--- config.mk ---
export PLATFORM = sky130hd
export DESIGN_NAME = ps2_host_tx
export DESIGN_NICKNAME = d
export VERILOG_FILES = /design/src/rtl/ps2_host_tx.sv
export SDC_FILE = /design/constraint.sdc
export NUM_CORES = 1
export LEC_CHECK = 0
export CORE_AREA = 4 4 112 61
export CTS_CLUSTER_DIAMETER = 80
export DETAILED_ROUTE_END_ITERATION = 6
export DIE_AREA = 0 0 116 65
export GPL_TIMING_DRIVEN = 0
export PLACE_DENSITY = 0.76
export SYNTH_ARGS = -nofsm -noshare
export SYNTH_HDL_FRONTEND = slang
export SYNTH_SLANG_ARGS = --single-unit
export TNS_END_PERCENT = 5
--- constraint.sdc ---
create_clock -name clk -period 3.05 [get_ports clk]
set_input_delay 0.7625 -clock clk [delete_from_list [all_inputs] [get_ports clk]]
set_output_delay 0.7625 -clock clk [all_outputs]
set_load 0.02 [all_outputs]
--- src/rtl/ps2_host_tx.sv ---
// PS/2 host-to-device command transmitter driving open-drain pull-low enables.
// Optional clock glitch filter: define PS2_TX_CLK_FILTER_EN.
module ps2_host_tx #(
  parameter int INHIBIT_CYCLES = 5000,
  parameter int TIMEOUT_CYCLES = 750000
) (
  input  logic       clk,
  input  logic       rst_n,
  input  logic       tx_valid,
  input  logic [7:0] tx_data,
  output logic       tx_ready,
  input  logic       ps2_clk,
  input  logic       ps2_data,
  output logic       ps2_clk_oe,
  output logic       ps2_data_oe,
  output logic       done,
  output logic       ack_ok,
  output logic       timeout
);

  localparam int IW = $clog2(INHIBIT_CYCLES + 1);
  localparam int TW = $clog2(TIMEOUT_CYCLES + 1);

  typedef enum logic [2:0] {
    S_IDLE,
    S_INHIBIT,
    S_REQ,
    S_SEND,
    S_ACK,
    S_WAIT
  } state_t;

  state_t        state, state_n;
  logic [IW-1:0] inh_cnt, inh_n;
  logic [TW-1:0] to_cnt, to_n;
  logic [3:0]    bit_cnt, bit_n;
  logic [7:0]    shreg, sh_n;
  logic          par, par_n;
  logic          doe_q, doe_n;
  logic          done_q, done_n;
  logic          ack_q, ack_n;
  logic          to_q, tflag_n;

  logic [1:0] clk_sync;
  logic [1:0] data_sync;
  logic       clk_s;
  logic       data_s;
  logic       fe;

  always_ff @(posedge clk or negedge rst_n) begin
    if (!rst_n) begin
      clk_sync  <= 2'b11;
      data_sync <= 2'b11;
    end else begin
      clk_sync  <= {clk_sync[0], ps2_clk};
      data_sync <= {data_sync[0], ps2_data};
    end
  end

  assign clk_s  = clk_sync[1];
  assign data_s = data_sync[1];

`ifdef PS2_TX_CLK_FILTER_EN
  // Two consecutive lows after two highs: a single-cycle dip never matches.
  logic [3:0] clk_hist;

  always_ff @(posedge clk or negedge rst_n) begin
    if (!rst_n) clk_hist <= 4'hF;
    else        clk_hist <= {clk_hist[2:0], clk_s};
  end

  assign fe = clk_hist[3] & clk_hist[2]
            & ~clk_hist[1] & ~clk_hist[0];
`else
  logic clk_prev;

  always_ff @(posedge clk or negedge rst_n) begin
    if (!rst_n) clk_prev <= 1'b1;
    else        clk_prev <= clk_s;
  end

  assign fe = clk_prev & ~clk_s;
`endif

  logic in_frame;
  logic to_hit;
  logic cur_bit;

  assign in_frame = (state == S_SEND) |
                    (state == S_ACK)  |
                    (state == S_WAIT);

  assign to_hit = in_frame & ~fe &
                  (to_cnt == TW'(TIMEOUT_CYCLES - 1));

  always_comb begin
    cur_bit = 1'b1;
    unique case (1'b1)
      (bit_cnt < 4'd8):  cur_bit = shreg[bit_cnt[2:0]];
      (bit_cnt == 4'd8): cur_bit = par;
      default:           cur_bit = 1'b1;
    endcase
  end

  always_comb begin
    state_n = state;
    inh_n   = inh_cnt;
    to_n    = to_cnt;
    bit_n   = bit_cnt;
    sh_n    = shreg;
    par_n   = par;
    doe_n   = doe_q;
    done_n  = 1'b0;
    ack_n   = ack_q;
    tflag_n = to_q;

    if (in_frame) begin
      to_n = fe ? '0 : to_cnt + TW'(1);
    end

    unique case (state)
      S_IDLE: begin
        if (tx_valid) begin
          state_n = S_INHIBIT;
          inh_n   = '0;
          sh_n    = tx_data;
          par_n   = ~^tx_data;
          ack_n   = 1'b0;
          tflag_n = 1'b0;
        end
      end
      S_INHIBIT: begin
        if (inh_cnt == IW'(INHIBIT_CYCLES - 1)) begin
          state_n = S_REQ;
        end else begin
          inh_n = inh_cnt + IW'(1);
        end
      end
      S_REQ: begin
        state_n = S_SEND;
        to_n    = '0;
        bit_n   = '0;
        doe_n   = 1'b1;
      end
      S_SEND: begin
        if (fe) begin
          doe_n = ~cur_bit;
          bit_n = bit_cnt + 4'd1;
          if (bit_cnt == 4'd9) state_n = S_ACK;
        end
      end
      S_ACK: begin
        if (fe) begin
          ack_n   = ~data_s;
          state_n = S_WAIT;
        end
      end
      S_WAIT: begin
        if (clk_s & data_s) begin
          state_n = S_IDLE;
          done_n  = 1'b1;
        end
      end
      default: state_n = S_IDLE;
    endcase

    if (to_hit) begin
      state_n = S_IDLE;
      doe_n   = 1'b0;
      done_n  = 1'b1;
      tflag_n = 1'b1;
      ack_n   = 1'b0;
    end
  end

  always_ff @(posedge clk or negedge rst_n) begin
    if (!rst_n) begin
      state   <= S_IDLE;
      inh_cnt <= '0;
      to_cnt  <= '0;
      bit_cnt <= '0;
      shreg   <= '0;
      par     <= 1'b0;
      doe_q   <= 1'b0;
      done_q  <= 1'b0;
      ack_q   <= 1'b0;
      to_q    <= 1'b0;
    end else begin
      state   <= state_n;
      inh_cnt <= inh_n;
      to_cnt  <= to_n;
      bit_cnt <= bit_n;
      shreg   <= sh_n;
      par     <= par_n;
      doe_q   <= doe_n;
      done_q  <= done_n;
      ack_q   <= ack_n;
      to_q    <= tflag_n;
    end
  end

  // Data release on timeout must not wait for the state register.
  assign tx_ready    = (state == S_IDLE);
  assign ps2_clk_oe  = (state == S_INHIBIT) | (state == S_REQ);
  assign ps2_data_oe = (state == S_REQ) | (doe_q & ~to_hit);
  assign done        = done_q;
  assign ack_ok      = ack_q;
  assign timeout     = to_q;

endmodule

==> flow_metrics.tcl, run 1 <==
set metrics [dict create \
    path_cells "nand2b_4 -> nand3_1 -> or4_4 -> nand2_1 -> o21ai_0 -> buf_2" \
    floorplan.initialDensity 0.534 \
    min_delay_path_depth 0 \
    yosysTopAreaCellShare 0.424 \
    clockBufferDepth 2 \
    ff2ff_path_depth 7 \
    syn-instance-count 347 \
    dr_total_vias 2718 \
    achievable-frequency_ghz 0.340 \
    report.final.slew_viol_count 0 \
    cap_viol_max_count 0 \
    via_density_per_instance 5.96 \
    drt-pass1-iter-count 5 \
    post_route_cells_drive_above_1_share 0.103 \
    cts.root.buffer_cell "sky130_fd_sc_hd__clkbuf_16" \
    cp_num_buf_inv 1 \
    outcome "finished, final reports clean" \
    mappedNetlistNets 365 \
    vdd_ir_drop_max_v 0.000634 \
    synth_top_area_cell "sky130_fd_sc_hd__dfrtp_1" \
    crit_family "simple AND/OR/NAND/NOR gates" \
    design.portCount 19 \
    timing.rr.end "to_cnt[19]" \
    yosys-top-cells-area "sky130_fd_sc_hd__dfrtp_1 (42%), sky130_fd_sc_hd__nand2_1 (7.2%), sky130_fd_sc_hd__o21ai_0 (4.3%)" \
    route.detailed.drc 0 \
    worst_ep_required_time_ps 2290 \
    tritoncts "built" \
    clock_tree.htree_level_count 3 \
    static_leakage_nw 1.58 \
    rows 20 \
    synth_sequential_area_ratio 0.466 \
    grt_start_max_net_pins 33 \
    post_synth_num_cell_types 45 \
    post_synth.cell_area_avg_um2 9.01 \
    hold_path_end "data_sync[1]" \
    regToRegStartpoint "state[1]" \
    finalNetCount 392 \
    r2r_slack_ps 520 \
    finalHoldViolCount 0 \
    worst_skew_pair.late_latency_ps 340 \
    synth-edff-count 0 \
    min-delay-path-class "reg2reg" \
    grt_antenna_before_repair 0 \
    syn-cell-area_um2 3130 \
    worstMarginPinSlew_ps 886 \
    most_frequent_cells_in_the_layout "sky130_fd_sc_hd__nand2_1 (60), sky130_fd_sc_hd__dfrtp_1 (53), sky130_fd_sc_hd__o21ai_0 (27), sky130_fd_sc_hd__nor2_1 (22), sky130_fd_sc_hd__nand3_1 (21)" \
    clock_sinks 58 \
    fp.dieW_um 116 \
    final_routed_wire_length_divided_by_cell_count_um 16.4 \
    synthesis_to_layout_area_growth_pct 20.2 \
    hpwl_um 5360 \
    antenna_cells 0 \
    track_usage 0.223 \
    synth.yosys.warnings 0 \
    overflow 0 \
    die_height_um 65 \
    place.port_buffers 18 \
    fin_worst_skew_ps 7.10 \
    startpoint_of_the_lowest_slack_hold_path "data_sync[0]" \
    slew-limit-headroom 0.405 \
    setup-violations-final 0 \
    clk_pin_slew_ps 50 \
    crit_slowest_cell "sky130_fd_sc_hd__dfstp_2" \
    timing.critical_path.from_type "flop" \
    numCtsBuffers 9 \
    timing.final.crit_share 0.964 \
    synth_flop_cell "sky130_fd_sc_hd__dfrtp_1" \
    antenna_violating_nets_post_route 0 \
    critPathArrivalTime_ps 2180 \
    timing.critical_path.to_type "output port" \
    critical_path.max_fanout 9 \
    number_of_global_route_vias_before_repair 2537 \
    max_stage_delay_ps 580 \
    core_area_um2 5860 \
    grt_setup_unrepaired "false" \
    hold_slack_ps 351 \
    drt_wl_total_um 7470 \
    power_per_cell_area_nw_per_um2 899 \
    initialDrtViolationCount 328 \
    yosys_register_bits 58 \
    leading_cell_type_in_the_layout_fill_and_taps_excluded "sky130_fd_sc_hd__nand2_1" \
    finalWeightedCongestion 0.969 \
    dieArea_um2 7540 \
    p_total_mw 3.38 \
    worst_setup_path_class "reg2out" \
    share_of_flip_flops_with_an_asynchronous_set_or_reset 1.00 \
    grt_first_pass_wirelength_um 12800 \
    fin_crit_ps 2940 \
    cts_hold_fix_bufs 0 \
    timing_startpoint_of_the_critical_path "clk_sync[1]" \
]
## per-stage QoR
| step | std cells | setup TNS, ps | setup slack [ps] | instance area (µm²) | util |
|---|---|---|---|---|---|
| CTS | 457 | 0 | 20.4 | 3770 | 0.643 |
| finish | 456 | 0 | 110 | 3760 | 0.642 |
| global route | 456 | 0 | 42.6 | 3760 | 0.642 |
| detailed placement | 443 | -286 | -286 | 3420 | 0.584 |
| floorplan | 347 | 0 | 484 | 3130 | - |
| global placement | 442 | -33270 | -627 | 3400 | 0.581 |
## cells by family (layout without fill, tap and decap cells)
kind of cell             after synthesis  after routing  synth area share
AO/OA/AOI/OAI                         68             68             0.132
XOR/XNOR                              24             24            0.0672
AND/OR/NAND/NOR                      160            160             0.259
multiplexers                           7              7            0.0264
adder cells (fa/ha/maj)                5              5            0.0200
buffers and inverters                 25             57            0.0300
flip-flops                            58             58             0.466
## repair_timing
action | CTS | global route
pin swaps | 2 | 0
hold endpoints to repair | 0 | 0
setup buffers | 1 | 0
resized for setup | 12 | 3
endpoints found under the setup margin | 1 | 1
## cell usage after synthesis (2+ instances only)
library cell / instances
sky130_fd_sc_hd__o21ai_1: 2
sky130_fd_sc_hd__buf_1: 2
sky130_fd_sc_hd__clkbuf_1: 14
sky130_fd_sc_hd__xnor2_1: 13
sky130_fd_sc_hd__or4_4: 2
sky130_fd_sc_hd__inv_1: 9
sky130_fd_sc_hd__and4_1: 2
sky130_fd_sc_hd__o21ai_0: 27
sky130_fd_sc_hd__nand2b_1: 7
sky130_fd_sc_hd__dfstp_2: 5
sky130_fd_sc_hd__a21o_1: 3
sky130_fd_sc_hd__nor2_1: 22
sky130_fd_sc_hd__ha_1: 5
sky130_fd_sc_hd__and2_1: 3
sky130_fd_sc_hd__o31ai_1: 4
sky130_fd_sc_hd__nor4bb_1: 2
sky130_fd_sc_hd__o22ai_1: 6
sky130_fd_sc_hd__nor3_1: 6
sky130_fd_sc_hd__dfrtp_1: 53
sky130_fd_sc_hd__nor4_1: 4
sky130_fd_sc_hd__a21oi_1: 15
sky130_fd_sc_hd__nand2_1: 60
sky130_fd_sc_hd__xor2_1: 11
sky130_fd_sc_hd__a31oi_1: 2
sky130_fd_sc_hd__nand3_1: 21
sky130_fd_sc_hd__and3_1: 5
sky130_fd_sc_hd__a22o_1: 2
sky130_fd_sc_hd__nor2b_1: 4
sky130_fd_sc_hd__or4_1: 3
sky130_fd_sc_hd__nand4_1: 13
sky130_fd_sc_hd__mux2i_1: 6
## state kept, by name (all words and copies together), names as in the netlist
signal,cells
done,1
par,1
bit_cnt,4
ack_ok,1
doe_q,1
timeout,1
inh_cnt,13
shreg,8
state,3
data_sync,2
to_cnt,20
clk_prev,1
clk_sync,2
## final cells by class
class / count / area (µm²)
flip-flops and latches: 58 / 1460
fillers: 484 / 2100
well taps: 77 / 96.3
clock inverters: 7 / 93.8
inverters: 9 / 33.8
repair buffers: 20 / 198
multi-input cells: 264 / 1610
plain buffers: 12 / 46.3
clock buffers: 9 / 225
## worst max-delay path by stage
| stage | cells past startpoint | end | slack, ps |
|---|---|---|---|
| floorplan | 7 | ps2_data_oe | 480 |
| global placement | 1 | shreg[5] | -630 |
| detailed placement | 8 | ps2_data_oe | -290 |
| CTS | 6 | ps2_data_oe | 20 |
| global route | 6 | ps2_data_oe | 40 |
| finish | 6 | ps2_data_oe | 110 |
## power by group
group          switching, mW  total (mW)  internal, mW  leakage [nW]
sequential             0.163        1.10         0.939         0.756
combinational          0.738        1.19         0.457         0.674
clock                  0.369        1.08         0.712         0.151
total                   1.27        3.38          2.11          1.58
## routing by layer
layer	part of all wire	routed length (µm)	GRT usage	vias to the layer above
met2	0.39	2890	0.289	127
met1	0.51	3800	0.342	1286
met5	0	0	0	-
met4	0.015	115	0.0695	0
met3	0.089	667	0.0737	17
li1	-	-	-	1288
## worst register-to-register path: stages, from the launching register on
cell                       delay [ps]
sky130_fd_sc_hd__dfrtp_1          390
sky130_fd_sc_hd__clkbuf_2         200
sky130_fd_sc_hd__xor2_1           490
sky130_fd_sc_hd__and3_1           230
sky130_fd_sc_hd__clkbuf_1         280
sky130_fd_sc_hd__clkbuf_1         470
sky130_fd_sc_hd__nand3_1          150
sky130_fd_sc_hd__o21ai_0          230
Note: power is estimated with default switching activity, not from simulation.
==> run 2: changes to the inputs <==
--- a/config.mk
+++ b/config.mk
@@ -6,10 +6,12 @@
 export NUM_CORES = 1
 export LEC_CHECK = 0
-export CORE_AREA = 4 4 112 61
+export CELL_PAD_IN_SITES_DETAIL_PLACEMENT = 1
+export CELL_PAD_IN_SITES_GLOBAL_PLACEMENT = 2
+export CORE_AREA = 4 4 136 73
 export CTS_CLUSTER_DIAMETER = 80
 export DETAILED_ROUTE_END_ITERATION = 6
-export DIE_AREA = 0 0 116 65
+export DIE_AREA = 0 0 140 77
 export GPL_TIMING_DRIVEN = 0
-export PLACE_DENSITY = 0.76
+export PLACE_DENSITY = 0.8
 export SYNTH_ARGS = -nofsm -noshare
 export SYNTH_HDL_FRONTEND = slang
==> constraint.sdc (replaced) <==
create_clock -name clk -period 3.05 [get_ports clk]
set_input_delay 0.7625 -clock clk [delete_from_list [all_inputs] [get_ports clk]]
set_output_delay 0.7625 -clock clk [all_outputs]
set_load 0.005 [all_outputs]
==> run 2 against run 1 <==
Net effect: global-route usage down 5.0 points; sequential cell count unchanged; count of clock-buffer cells in the layout up 5; sequential share of layout area down 0.73 points; hold slack better by 7.1 ps; largest cell class unchanged; clock power down 6%.
==> flow_metrics.tcl, run 2 (synthesized netlist as in run 1, its figures left out) <==
set metrics [dict create \
    design.portCount 19 \
    grt_start_max_net_pins 39 \
    area.sequential_um2 1460 \
    place.port_buffers 18 \
    outcome "finished, final reports clean" \
    net-switching-power_mw 1.22 \
    crit_slowest_cell "sky130_fd_sc_hd__or4_4" \
    nFillCells 1022 \
    worst_setup_path_class "reg2out" \
    fin_worst_skew_ps 6.63 \
    grt_first_pass_wirelength_um 14800 \
    critical_path_depth 6 \
    numCtsBuffers 9 \
    overflow 0 \
    clk_pin_slew_ps 50 \
    antenna_cells 0 \
    hpwl_um 6000 \
    clockPowerShare 0.306 \
    floorplan.initialDensity 0.364 \
    core_area_um2 8590 \
    via_density_per_instance 5.43 \
    tritoncts "built" \
    p_sw_frac 0.369 \
    finalWeightedCongestion 0.859 \
    final.setup.worst_slack_ps 151 \
    worst_skew_pair.late_latency_ps 330 \
    clock_tree.htree_level_count 3 \
    min_delay_path_depth 0 \
    critPathArrivalTime_ps 2140 \
    rows 24 \
    grt_antenna_before_repair 0 \
    ff2ff_path_depth 7 \
    initialDrtViolationCount 132 \
    track_usage 0.172 \
    vdd_ir_drop_max_v 0.000341 \
    die_height_um 77 \
    drt-pass1-iter-count 4 \
    multi_input_comb_area_um2 1610 \
    finalNetCount 397 \
    cap_viol_max_count 0 \
    most_frequent_cells_in_the_layout "sky130_fd_sc_hd__nand2_1 (60), sky130_fd_sc_hd__dfrtp_1 (51), sky130_fd_sc_hd__o21ai_0 (27), sky130_fd_sc_hd__nor2_1 (22), sky130_fd_sc_hd__nand3_1 (21)" \
    cts.root.buffer_cell "sky130_fd_sc_hd__clkbuf_16" \
    max_stage_delay_ps 460 \
    achievable-frequency_ghz 0.345 \
    antenna_violating_nets_post_route 0 \
    fp.dieW_um 140 \
    cp_num_buf_inv 1 \
    synthesis_to_layout_area_growth_pct 22.7 \
    power_frac_comb 0.360 \
    report.final.slew_viol_count 0 \
    worstMarginPinSlew_ps 913 \
    min-delay-path-class "reg2reg" \
    p_total_mw 3.31 \
    static_leakage_nw 1.60 \
    finalHoldViolCount 0 \
    timing.final.crit_share 0.951 \
    number_of_global_route_vias_before_repair 2919 \
    largest_register_ffs 20 \
    slew-limit-headroom 0.386 \
    cts_hold_fix_bufs 0 \
    worst_ep_required_time_ps 2290 \
    crit_family "simple AND/OR/NAND/NOR gates" \
    leading_cell_type_in_the_layout_fill_and_taps_excluded "sky130_fd_sc_hd__nand2_1" \
    critical_path.max_fanout 7 \
    place_worst_setup_slack_ps -225 \
    most_flop_heavy_register "to_cnt" \
    grt_setup_unrepaired "false" \
    power_per_cell_area_nw_per_um2 863 \
    dieArea_um2 10800 \
    path_cells "nor4bb_1 -> nand4_1 -> or4_4 -> nand2_1 -> o21ai_0 -> dlygate4sd2_1" \
    clock_sinks 58 \
    p_int_mw 2.09 \
    power.sequential.fraction 0.334 \
    final_routed_wire_length_divided_by_cell_count_um 17.1 \
    clockBufferDepth 2 \
    post_route_cells_drive_above_1_share 0.112 \
    largestRegisters "to_cnt: 20 flops, inh_cnt: 13 flops, shreg: 8 flops" \
    fin_crit_ps 2900 \
    route.detailed.drc 0 \
    timing.critical_path.to_type "output port" \
    dr_total_vias 2718 \
    setup-violations-final 0 \
    timing.critical_path.from_type "flop" \
    drt_wl_total_um 8570 \
]
## run 2: cell count changes in the layout (fill, tap and decap cells not counted), sizes merged
cell	before	now
buf	5	9
bufinv	2	1
clkinv	3	1
dlygate4sd2	0	1
clkbuf	20	25
clkinvlp	2	0
## run 2: repair_timing
item | CTS | global route
resized for setup | 15 | 0
buffers inserted | 6 | 0
endpoints found under the setup margin | 1 | 0
## run 2: final cells by class
cell class | count | share of cell area
repair buffers | 25 | 0.0623
inverters | 9 | 0.00880
flip-flops and latches | 58 | 0.381
plain buffers | 12 | 0.0127
well taps | 117 | 0.0381
clock buffers | 14 | 0.0688
multi-input cells | 264 | 0.420
clock inverters | 2 | 0.00913
## run 2: worst reg2reg max path: cells and delay by family, from the launching register on
family	cells	cell delay [ps]
XOR/XNOR	1	470
AO/OA/AOI/OAI	1	220
AND/OR/NAND/NOR	2	340
flip-flops	1	390
buffers and inverters	3	980
## run 2: final timing paths
kind	start	to	slack, ps
setup / recovery	to_cnt[11]	ps2_data_oe	150
hold / removal	clk_sync[0]	clk_sync[1]	360
setup reg to reg	state[1]	to_cnt[15]	540
hold reg to reg	clk_sync[0]	clk_sync[1]	360
max in group asynchronous	rst_n	data_sync[1]	1990
min in group asynchronous	rst_n	to_cnt[1]	410
## run 2: power by group through the flow
stage / Combinational [mW] / Clock [mW] / Sequential [mW]
floorplan: 0.803 / 0 / 1.06
global placement: 1.13 / 0 / 1.10
detailed placement: 1.16 / 0 / 1.10
CTS: 1.20 / 1.04 / 1.10
global route: 1.35 / 1.08 / 1.13
finish: 1.19 / 1.01 / 1.11
## run 2: routing by layer
metal | track usage | routed length (µm) | part of all wire
met5 | 0 | 0 | 0
met4 | 0.0629 | 144 | 0.017
met3 | 0.0466 | 194 | 0.023
met2 | 0.291 | 4240 | 0.49
met1 | 0.212 | 3990 | 0.47
## run 2: stage by stage
stage	hold slack (ps)	instances	TNS [ps]	util	instance area, µm²
detailed placement	353	483	-225	0.404	3470
global placement	346	482	-32650	0.402	3450
finish	358	501	0	0.447	3840
global route	363	501	0	0.447	3840
CTS	360	501	0	0.447	3840
floorplan	345	347	0	-	3130
